<file path="src/rtl/mem_access_unit.sv">
// MEM-stage load/store controller: byte/halfword/word accesses on a word-organised
// data memory, with load extension and read-modify-write for sub-word stores.
module mem_access_unit #(
    parameter int NB_DATA  = 32,
    parameter int NB_ADDR  = 7,
    parameter int NB_BADDR = 32
) (
    input  logic                i_clock,
    input  logic                rstb,
    input  logic                i_valid,
    input  logic                i_mem_read,
    input  logic                i_mem_write,
    input  logic [1:0]          i_size,
    input  logic                i_unsigned,
    input  logic [NB_BADDR-1:0] i_addr,
    input  logic [NB_DATA-1:0]  i_wdata,
    output logic                o_ready,
    output logic [NB_DATA-1:0]  o_rdata,
    output logic                o_rdata_valid,
    output logic                o_fault,
    output logic [NB_ADDR-1:0]  o_mem_read_addr,
    output logic [NB_ADDR-1:0]  o_mem_write_addr,
    output logic [NB_DATA-1:0]  o_mem_data,
    output logic                o_mem_read_enable,
    output logic                o_mem_write_enable,
    input  logic [NB_DATA-1:0]  i_mem_data,
    output logic [1:0]          o_dbg_state
);

    localparam logic [1:0] ST_IDLE = 2'b00;
    localparam logic [1:0] ST_LOAD = 2'b01;
    localparam logic [1:0] ST_RMW  = 2'b10;

    logic [1:0]         state_q, state_d;
    logic [NB_ADDR-1:0] idx_q, idx_d;
    logic [1:0]         off_q, off_d;
    logic [1:0]         size_q, size_d;
    logic               uns_q, uns_d;
    logic [15:0]        wdata_q, wdata_d;
    logic [NB_DATA-1:0] rdata_q, rdata_d;
    logic               rdata_valid_q, rdata_valid_d;
    logic               fault_q, fault_d;

    logic               is_idle, accept, req_fault;
    logic               do_load, do_word_store, do_sub_store;
    logic [NB_ADDR-1:0] req_idx;
    logic [7:0]         lane_b;
    logic [15:0]        lane_h;
    logic [NB_DATA-1:0] load_ext, merged;

    // Handshake: a request is taken in any cycle where i_valid and o_ready are both
    // high and reset is low; inputs are ignored in every other cycle.
    assign is_idle = (state_q == ST_IDLE);
    assign accept  = i_valid & is_idle & ~rstb;
    assign req_idx = i_addr[NB_ADDR+1:2];

    // A request with neither read nor write is a no-op, so it never faults.
    assign req_fault = (i_mem_read | i_mem_write) &
                       ((i_mem_read & i_mem_write) |
                        (i_size == 2'b11) |
                        ((i_size == 2'b01) & i_addr[0]) |
                        ((i_size == 2'b10) & (|i_addr[1:0])) |
                        (|i_addr[NB_BADDR-1:NB_ADDR+2]));

    assign do_load       = accept & ~req_fault & i_mem_read;
    assign do_word_store = accept & ~req_fault & i_mem_write & (i_size == 2'b10);
    assign do_sub_store  = accept & ~req_fault & i_mem_write & (i_size != 2'b10);

    always_comb begin
        lane_b = i_mem_data[{off_q, 3'b000} +: 8];
        lane_h = off_q[1] ? i_mem_data[31:16] : i_mem_data[15:0];
        case (size_q)
            2'b00:   load_ext = {{24{~uns_q & lane_b[7]}}, lane_b};
            2'b01:   load_ext = {{16{~uns_q & lane_h[15]}}, lane_h};
            default: load_ext = i_mem_data;
        endcase
    end

    always_comb begin
        merged = i_mem_data;
        if (size_q == 2'b00) begin
            merged[{off_q, 3'b000} +: 8] = wdata_q[7:0];
        end else if (off_q[1]) begin
            merged[31:16] = wdata_q;
        end else begin
            merged[15:0] = wdata_q;
        end
    end

    always_comb begin
        state_d       = state_q;
        idx_d         = idx_q;
        off_d         = off_q;
        size_d        = size_q;
        uns_d         = uns_q;
        wdata_d       = wdata_q;
        rdata_d       = rdata_q;
        rdata_valid_d = 1'b0;
        fault_d       = accept & req_fault;
        case (state_q)
            ST_IDLE: begin
                if (do_load || do_sub_store) begin
                    idx_d   = req_idx;
                    off_d   = i_addr[1:0];
                    size_d  = i_size;
                    uns_d   = i_unsigned;
                    wdata_d = i_wdata[15:0];
                    state_d = do_load ? ST_LOAD : ST_RMW;
                end
            end
            ST_LOAD: begin
                rdata_d       = load_ext;
                rdata_valid_d = 1'b1;
                state_d       = ST_IDLE;
            end
            default: state_d = ST_IDLE;
        endcase
    end

    always_ff @(posedge i_clock) begin
        if (rstb) begin
            state_q       <= ST_IDLE;
            idx_q         <= '0;
            off_q         <= '0;
            size_q        <= '0;
            uns_q         <= 1'b0;
            wdata_q       <= '0;
            rdata_q       <= '0;
            rdata_valid_q <= 1'b0;
            fault_q       <= 1'b0;
        end else begin
            state_q       <= state_d;
            idx_q         <= idx_d;
            off_q         <= off_d;
            size_q        <= size_d;
            uns_q         <= uns_d;
            wdata_q       <= wdata_d;
            rdata_q       <= rdata_d;
            rdata_valid_q <= rdata_valid_d;
            fault_q       <= fault_d;
        end
    end

    assign o_ready            = is_idle;
    assign o_rdata            = rdata_q;
    assign o_rdata_valid      = rdata_valid_q;
    assign o_fault            = fault_q;
    assign o_dbg_state        = state_q;
    assign o_mem_read_addr    = req_idx;
    assign o_mem_read_enable  = do_load | do_sub_store;
    assign o_mem_write_enable = do_word_store | ((state_q == ST_RMW) & ~rstb);
    assign o_mem_write_addr   = (state_q == ST_RMW) ? idx_q : req_idx;
    assign o_mem_data         = (state_q == ST_RMW) ? merged : i_wdata;

endmodule

</file>
<file path="config.mk">
export PLATFORM = sky130hd
export DESIGN_NAME = mem_access_unit
export DESIGN_NICKNAME = d
export VERILOG_FILES = /design/src/rtl/mem_access_unit.sv
export SDC_FILE = /design/constraint.sdc
export NUM_CORES = 1
export LEC_CHECK = 0
export BUFFER_PORTS_ARGS = -buffer_cell sky130_fd_sc_hd__buf_2
export CAP_MARGIN = 20
export CORE_MARGIN = 4
export CORE_UTILIZATION = 48
export CTS_CLUSTER_DIAMETER = 200
export DETAILED_ROUTE_END_ITERATION = 16
export PLACE_DENSITY = 0.77
export SETUP_SLACK_MARGIN = 0.2
export SYNTH_ARGS = -nofsm -noshare
export SYNTH_HDL_FRONTEND = slang
export SYNTH_SLANG_ARGS = --single-unit
</file>
<file path="constraint.sdc">
create_clock -name i_clock -period 3 [get_ports i_clock]
set_input_delay 0.3 -clock i_clock [delete_from_list [all_inputs] [get_ports i_clock]]
set_output_delay 0.3 -clock i_clock [all_outputs]
set_load 0.05 [all_outputs]
</file>
; After elaboration in Yosys (flattened, before gate mapping)
; Index checks and enable logic that the tools add are counted.
[totals]
mem_count = 0
ram_bits = 0
inputBits = 104
word_cells = 63
mem_bits_ro = 0
latch_bits = 0
ff_bits = 64
output_inout_bits = 85
[op_classes]
magnitude_cmp = 0
mul = 0
n_bitwise = 26
eq_ne = 7
add_sub_neg = 1
shifts = 3
muxes = 10
n_reduce_logical = 7
div = 0
[op_table]
columns = cell, n
row1 = 32-bit 2-to-1 mux, 2
row2 = 32-bit one-hot mux with 2 select lines, 1
row3 = 16-bit 2-to-1 mux, 3
row4 = 32-bit bitwise mux, 1
row5 = 8-bit by 7-bit variable shift with 32-bit output (first input constant), 1
row6 = 32-bit by 6-bit indexed part select with 8-bit output, 1
row7 = 8-bit by 7-bit indexed part select with 32-bit output, 1
row8 = 23-bit OR reduction, 1
row9 = 1-bit AND, 15
row10 = 7-bit 2-to-1 mux, 1
row11 = 5-bit negation with 7-bit output, 1
row12 = 1-bit bitwise OR, 7
row13 = 2-bit by 1-bit equality test with 1-bit output (second input constant), 3
row14 = 2-bit equality test (second input constant), 3
row15 = 2-bit logical NOT, 2
row16 = 1-bit NOT, 4
row17 = 2-bit OR reduction, 2
row18 = 2-bit 2-to-1 mux, 1
row19 = 2-bit != test (second input constant), 1
row20 = 2-bit AND reduction, 1
row21 = 1-bit logical OR, 1
row22 = 1-bit 2-to-1 mux, 1

; Logic depth before layout (Yosys ltp)
; Gate-level depths: netlist of the first run.
[logic_depth]
depth_word = 12
ltp_mapped = 9
ltp_nobuf = 6

; Worst setup path after synthesis of the first run
; No wires, ideal clock.
[synth_timing]
path_type = reg2out
from = register state_q[0] (netlist: o_dbg_state[0])
to = output o_mem_read_enable
arrival_time_ns = 3.129
n_path_buf = 0
required_time_ns = 2.700
setup_slack_ns = -0.429
path_stages_with_launch = 4
cell_sequence = dfxtp_1 > nor2_1 > nand3b_1 > nor4_1
[synth_via]
elab_chain_len = 7
elab_cells_between_ends = 8
classes_between = bitwise: 7 / reduce/logical: 1
[synth_lines]
columns = element, line_no
row1 = start: declaration, 34  ; logic [1:0] state_q, state_d;
row2 = start signal: assignment, 132  ; state_q <= state_d;
row3 = 2-bit logical NOT (*), 53  ; assign is_idle = (state_q == ST_IDLE);
row4 = net o_ready, 17  ; output logic o_ready,
row5 = 1-bit AND (*) (2 in a row), 54  ; assign accept = i_valid & is_idle & ~rstb;
row6 = 1-bit AND (*), "65, 67"
row7 = 1-bit AND (2 in a row), 67  ; assign do_sub_store = accept & ~req_fault & i_mem_write & (i_size != 2'b10);
row8 = 1-bit bitwise OR (*), 150  ; assign o_mem_read_enable = do_load | do_sub_store;
row9 = end: declaration, 24  ; output logic o_mem_read_enable,
; Mark *: on every way through the listed nets, which the timed path passes. The rest lies on a longest branch.

; Worst setup path after layout of the first run
[layout_timing]
from = register size_q[0]
to = output o_mem_data[0]
[layout_via]
elab_chain_len = 3
[layout_lines]
columns = element, line_no
row1 = start: declaration, 37  ; logic [1:0] size_q, size_d;
row2 = start signal: assignment, 135  ; size_q <= size_d;
row3 = 2-bit logical NOT, 81  ; if (size_q == 2'b00) begin
row4 = 32-bit 2-to-1 mux, 81
row5 = 32-bit 2-to-1 mux, 153  ; assign o_mem_data = (state_q == ST_RMW) ? merged : i_wdata;
row6 = end: declaration, 23  ; output logic [NB_DATA-1:0] o_mem_data,
; No other way between the ends.

==> results.sh, run 1 <==
export IMPL_die_area_um2=10800
export IMPL_final_core_util_pct=63.2
export IMPL_min_period_ns=2.73
export IMPL_post_cts_buffers=0
export IMPL_drt_iter0_drc=275
export IMPL_min_from="i_wdata[9]"
export IMPL_seqPwrFrac_pct=42.6
export IMPL_fill_cells=811
export IMPL_finalCritPeriodShare_pct=90.9
export IMPL_wl_um=14600
export IMPL_synth_edf_count=0
export IMPL_coreArea_um2=8850
export IMPL_ys_seq_area_share_pct=28.9
export IMPL_holdWs_ns=0.222
export IMPL_grt_usage_pct=25.9
export IMPL_comb_power_share_pct=19.3
export IMPL_final_cells=804
export IMPL_hold_viol=0
export IMPL_die_y_um=104
export IMPL_finalMaxSlewViolations=0
export IMPL_cp_start_kind="register"
export IMPL_start_util_pct=50.1
export IMPL_clockBufferDepth=2
export IMPL_gp_congestion=0.941
export IMPL_numPortBuffers=188
export IMPL_cts_buffers=9
export IMPL_ant_nets=0
export IMPL_grt_pass1_wl_um=22800
export IMPL_rsz0062_at_grt="true"
export IMPL_synth_cells=532
export IMPL_syn2layout_area_growth_pct=26.4
export IMPL_placed_cells=788
export IMPL_netlist_area_um2=4430
export IMPL_swShare_pct=31.3
export IMPL_avgRoutedWirePerCell_um=18.2
export IMPL_internal_power_w=0.00137
export IMPL_drv_cap=0
export IMPL_critPathKind="register to primary output"
export IMPL_yosys_warnings=0
export IMPL_final_cell_mix="buf_2 (181), dfxtp_1 (63), nand2b_1 (58)"
export IMPL_clkPwrFrac_pct=38.0
export IMPL_synth_seq_cells=64
export IMPL_critPathCaptureType="primary output"
export IMPL_synth_cell_types=53
export IMPL_critPathArrivalTime_ns=2.43
export IMPL_vias=4677
export IMPL_synth_main_ff_cell="dfxtp_1"
export IMPL_cts_clk_slew_worst_paths_ns=0.08
export IMPL_cts_tree="yes"
export IMPL_cp_max_fo=16
export IMPL_syn_nets=641
export IMPL_switchingPower_w=0.000622
export IMPL_crit_start="size_q[0]"
export IMPL_hold_buffers=0
export IMPL_drcViolationCount=0
export IMPL_regToRegStartpoint="size_q[1]"
export IMPL_fmax_mhz=367
export IMPL_slew_headroom_pct=43.6
export IMPL_n_antenna_cell=0
export IMPL_async_flop_share_pct=0
export IMPL_io_pins=189
export IMPL_clockRootBuffer="clkbuf_8"
export IMPL_antenna_found_initial=0
export IMPL_worstPathRequired_ns=2.70
export IMPL_final_common_cell="buf_2"
export IMPL_dr_pass1_iters=7
export IMPL_skew_ns=0.00926
export IMPL_pwr_density_cell_nw_per_um2=356
export IMPL_htree_levels=3
export IMPL_dpl_cell_area_um2=5360
export IMPL_rows=34
export IMPL_design_area_um2=5600
export IMPL_die_x_um=104
export IMPL_setup_violations_final=0
export IMPL_hold_class="primary input to register"
export IMPL_power_leakage_nw=2.34
export IMPL_via_per_inst=5.82
export IMPL_grt_pass1_vias=4563
export IMPL_grt_max_degree=91
export IMPL_clock_sinks=64
export IMPL_timing_setup_tns_ns=0
export IMPL_overflow=0
export IMPL_hpwl_um=11100
export IMPL_status="finished, final reports clean"
export IMPL_drive_gt1_share_pct=38.4
export IMPL_nets=800
export IMPL_clock_latency_ns=0.35
export IMPL_vdd_drop_max_mv=0.248
export IMPL_syn_avg_cell_area_um2=8.33
export IMPL_reg2reg_slack_ns=1.11
export IMPL_worstMarginPinSlew_ns=0.846
-- per-stage QoR --
| step | setup WS, ns | power (W) |
|---|---|---|
| 6_report | 0.274 | 0.00199 |
| 5_1_grt | 0.190 | 0.00206 |
| 4_1_cts | 0.239 | 0.00200 |
| 3_5_place_dp | 0.518 | 0.00125 |
| 3_3_place_gp | 0.621 | 0.00124 |
| 2_1_floorplan | 0.110 | 0.00111 |
-- cells in the mapped netlist (6+ instances only) --
cell	instances	area, um^2
dfxtp_1	64	1280
clkbuf_1	28	105
mux2_2	15	169
mux2i_1	46	460
nor2_1	45	169
a21oi_1	37	185
o21ai_0	25	125
nand2b_1	59	369
a211oi_2	8	100
buf_2	8	40.0
a22oi_1	21	158
a211oi_1	17	128
nand2_1	49	184
a311oi_1	6	52.6
a22o_1	16	140
buf_4	8	60.1
o21ai_1	16	80.1
nand3b_1	10	75.1
-- path summary, 6_finish.rpt --
check	to	cells after the start
min	wdata_q[9]	3
max reg2reg	o_rdata[0]	4
min reg2reg	idx_q[4]	2
max	o_mem_data[0]	5
-- layer usage --
metal	wire length [um]	global-route usage [%]	vias up
li1	-	-	2230
met1	5690	30.0	2148
met2	7090	44.6	256
met3	1360	8.13	43
met4	482	9.40	0
met5	0	0	-
-- sequential cells by signal (all words and copies together), names as in the netlist --
register       count
o_fault            1
uns_q              1
o_rdata_valid      1
o_rdata           32
wdata_q           16
o_dbg_state        2
idx_q              7
size_q             2
off_q              2
-- cells by family (layout without fill, tap and decap cells) --
group / count (synthesis) / in the layout / synth area share (%)
AND/OR/NAND/NOR: 188 / 188 / 22.7
AO/OA/AOI/OAI: 158 / 158 / 25.3
flip-flops: 64 / 64 / 28.9
multiplexers: 62 / 62 / 14.7
buffers and inverters: 55 / 219 / 6.86
adder cells (fa/ha/maj): 5 / 5 / 1.41
-- worst max-delay path, cell delays in order (launching register included) --
cell and delay [ns]:
dfxtp_1 0.50, or3_1 0.52, o32ai_4 0.44, a22oi_1 0.17
o21ai_1 0.15, buf_2 0.29
-- area by class of cell --
type	count	area (um^2)	area share, %
multi-input combinational	413	2900	51.8
sequential	64	1280	23.0
timing repair buffer	199	1070	19.0
tap	108	135	2.41
clock buffer	9	124	2.21
clock inverter	7	71.3	1.27
inverter	4	15.0	0.268
-- what timing repair did --
action	4_1_cts	5_1_grt
setup endpoints to repair	24	27
pin swaps	0	1
resized for setup	1	12
-- power groups by stage --
| stage | combinational, W | clock, W | sequential [W] |
|---|---|---|---|
| after floorplan | 0.000237 | 0 | 0.000872 |
| after global placement | 0.000375 | 0 | 0.000870 |
| final | 0.000385 | 0.000757 | 0.000849 |
| after global routing | 0.000408 | 0.000804 | 0.000849 |
| after CTS | 0.000381 | 0.000766 | 0.000850 |
| after detailed placement | 0.000380 | 0 | 0.000869 |
Note: power is estimated with default switching activity, not from simulation.
==> run 2, diff against run 1 <==
clock period = 3.49 ns   (was 3 ns; I/O delays follow)
==> run 2 against run 1 <==
Combinational power down 15%. Flip-flop and latch count unchanged. Cell count down 0.25%. Clock power down 14%. Critical endpoint is now o_mem_data[31]. Non-clock buffer count down 2. Die area unchanged.
==> results.sh, run 2 (synthesized netlist as in run 1, its figures left out) <==
export IMPL_status="finished, final reports clean"
export IMPL_antenna_found_initial=0
export IMPL_drcViolationCount=0
export IMPL_final_common_cell="buf_2"
export IMPL_met1_length_um=6000
export IMPL_holdWs_ns=0.270
export IMPL_ant_nets=0
export IMPL_timing_setup_tns_ns=0
export IMPL_numPortBuffers=188
export IMPL_coreArea_um2=8850
export IMPL_finalMaxSlewViolations=0
export IMPL_cts_buffers=9
export IMPL_vias=4579
export IMPL_hold_viol=0
export IMPL_avgRoutedWirePerCell_um=18.2
export IMPL_via_per_inst=5.71
export IMPL_grt_pass1_vias=4483
export IMPL_slew_headroom_pct=35.4
export IMPL_worstMarginPinSlew_ns=0.969
export IMPL_syn2layout_area_growth_pct=24.2
export IMPL_die_y_um=104
export IMPL_die_area_um2=10800
export IMPL_design_area_um2=5500
export IMPL_grt_pass1_wl_um=23000
export IMPL_drv_cap=0
export IMPL_setup_violations_final=0
export IMPL_met2_length_um=7000
export IMPL_gp_congestion=0.922
export IMPL_dpl_cell_area_um2=5310
export IMPL_clockBufferDepth=2
export IMPL_finalCritPeriodShare_pct=85.3
export IMPL_htree_levels=3
export IMPL_hpwl_um=11100
export IMPL_die_x_um=104
export IMPL_min_period_ns=2.98
export IMPL_grt_max_degree=91
export IMPL_pwr_density_cell_nw_per_um2=310
export IMPL_cts_tree="yes"
export IMPL_clockRootBuffer="clkbuf_8"
export IMPL_clock_latency_ns=0.35
export IMPL_worstPathRequired_ns=3.14
export IMPL_nets=798
export IMPL_final_core_util_pct=62.2
export IMPL_drive_gt1_share_pct=36.7
export IMPL_dr_pass1_iters=5
export IMPL_overflow=0
export IMPL_largest_reg_flops=32
export IMPL_drt_iter0_drc=256
export IMPL_rows=34
export IMPL_wl_um=14600
export IMPL_n_antenna_cell=0
export IMPL_critPathCaptureType="primary output"
export IMPL_vdd_drop_max_mv=0.198
export IMPL_fmax_mhz=336
export IMPL_hold_buffers=0
export IMPL_cp_max_fo=11
export IMPL_start_util_pct=50.1
export IMPL_skew_ns=0.0106
export IMPL_critPathKind="register to primary output"
export IMPL_critPathArrivalTime_ns=2.63
export IMPL_post_cts_buffers=0
export IMPL_clock_sinks=64
export IMPL_final_cell_mix="buf_2 (188), dfxtp_1 (64), nand2b_1 (58)"
export IMPL_grt_usage_pct=26.1
export IMPL_io_pins=189
export IMPL_cp_start_kind="register"
export IMPL_rsz0062_at_grt="false"
export IMPL_wl_met3_um=1210
export IMPL_post_cts_resized=0
export IMPL_top_layer="met4"
export IMPL_cts_clk_slew_worst_paths_ns=0.07
export IMPL_hold_class="primary input to register"
export IMPL_power_leakage_nw=2.29
## run 2: area by class of cell
type | count | area, um^2
fill | 794 | 3350
multi-input combinational | 413 | 2870
sequential | 64 | 1280
timing repair buffer | 197 | 1010
tap | 108 | 135
clock buffer | 9 | 124
clock inverter | 7 | 71.3
inverter | 4 | 15.0
## run 2: metal layers
metal	global-route usage, %	up-vias
li1	-	2217
met2	44.6	235
met4	8.36	0
met5	0	-
met3	6.52	26
met1	32.0	2101
## run 2: worst max-delay path: stages, from the launching register on
cell,delay [ns]
dfxtp_1,0.57
inv_1,0.16
ha_1,0.40
nor4bb_1,0.28
buf_4,0.20
a22o_1,0.14
a21oi_1,0.08
o21ai_0,0.16
buf_2,0.30
## run 2: final timing paths
check,endpoint,slack [ns],startpoint,cells past startpoint
worst min-delay path,wdata_q[12],0.27,i_wdata[12],3
worst max register to register,o_rdata[1],1.40,size_q[1],4
worst min register to register,o_rdata[6],0.47,o_rdata[6],2
worst max-delay path,o_mem_data[31],0.51,off_q[0],8
## run 2: report_power, final
part,switching (W),internal (W)
logic,0.000214,0.000112
registers,0.000000122,0.000730
clock network,0.000320,0.000329
total,0.000534,0.00117
## run 2: through the flow
stage / worst slack [ns] / power [W] / cells
finish: 0.514 / 0.00171 / 802
floorplan: 0.208 / 0.000949 / 532
global route: 0.243 / 0.00176 / 802
global placement: 0.849 / 0.00107 / 786
CTS: 0.488 / 0.00171 / 802
detailed placement: 0.891 / 0.00107 / 786
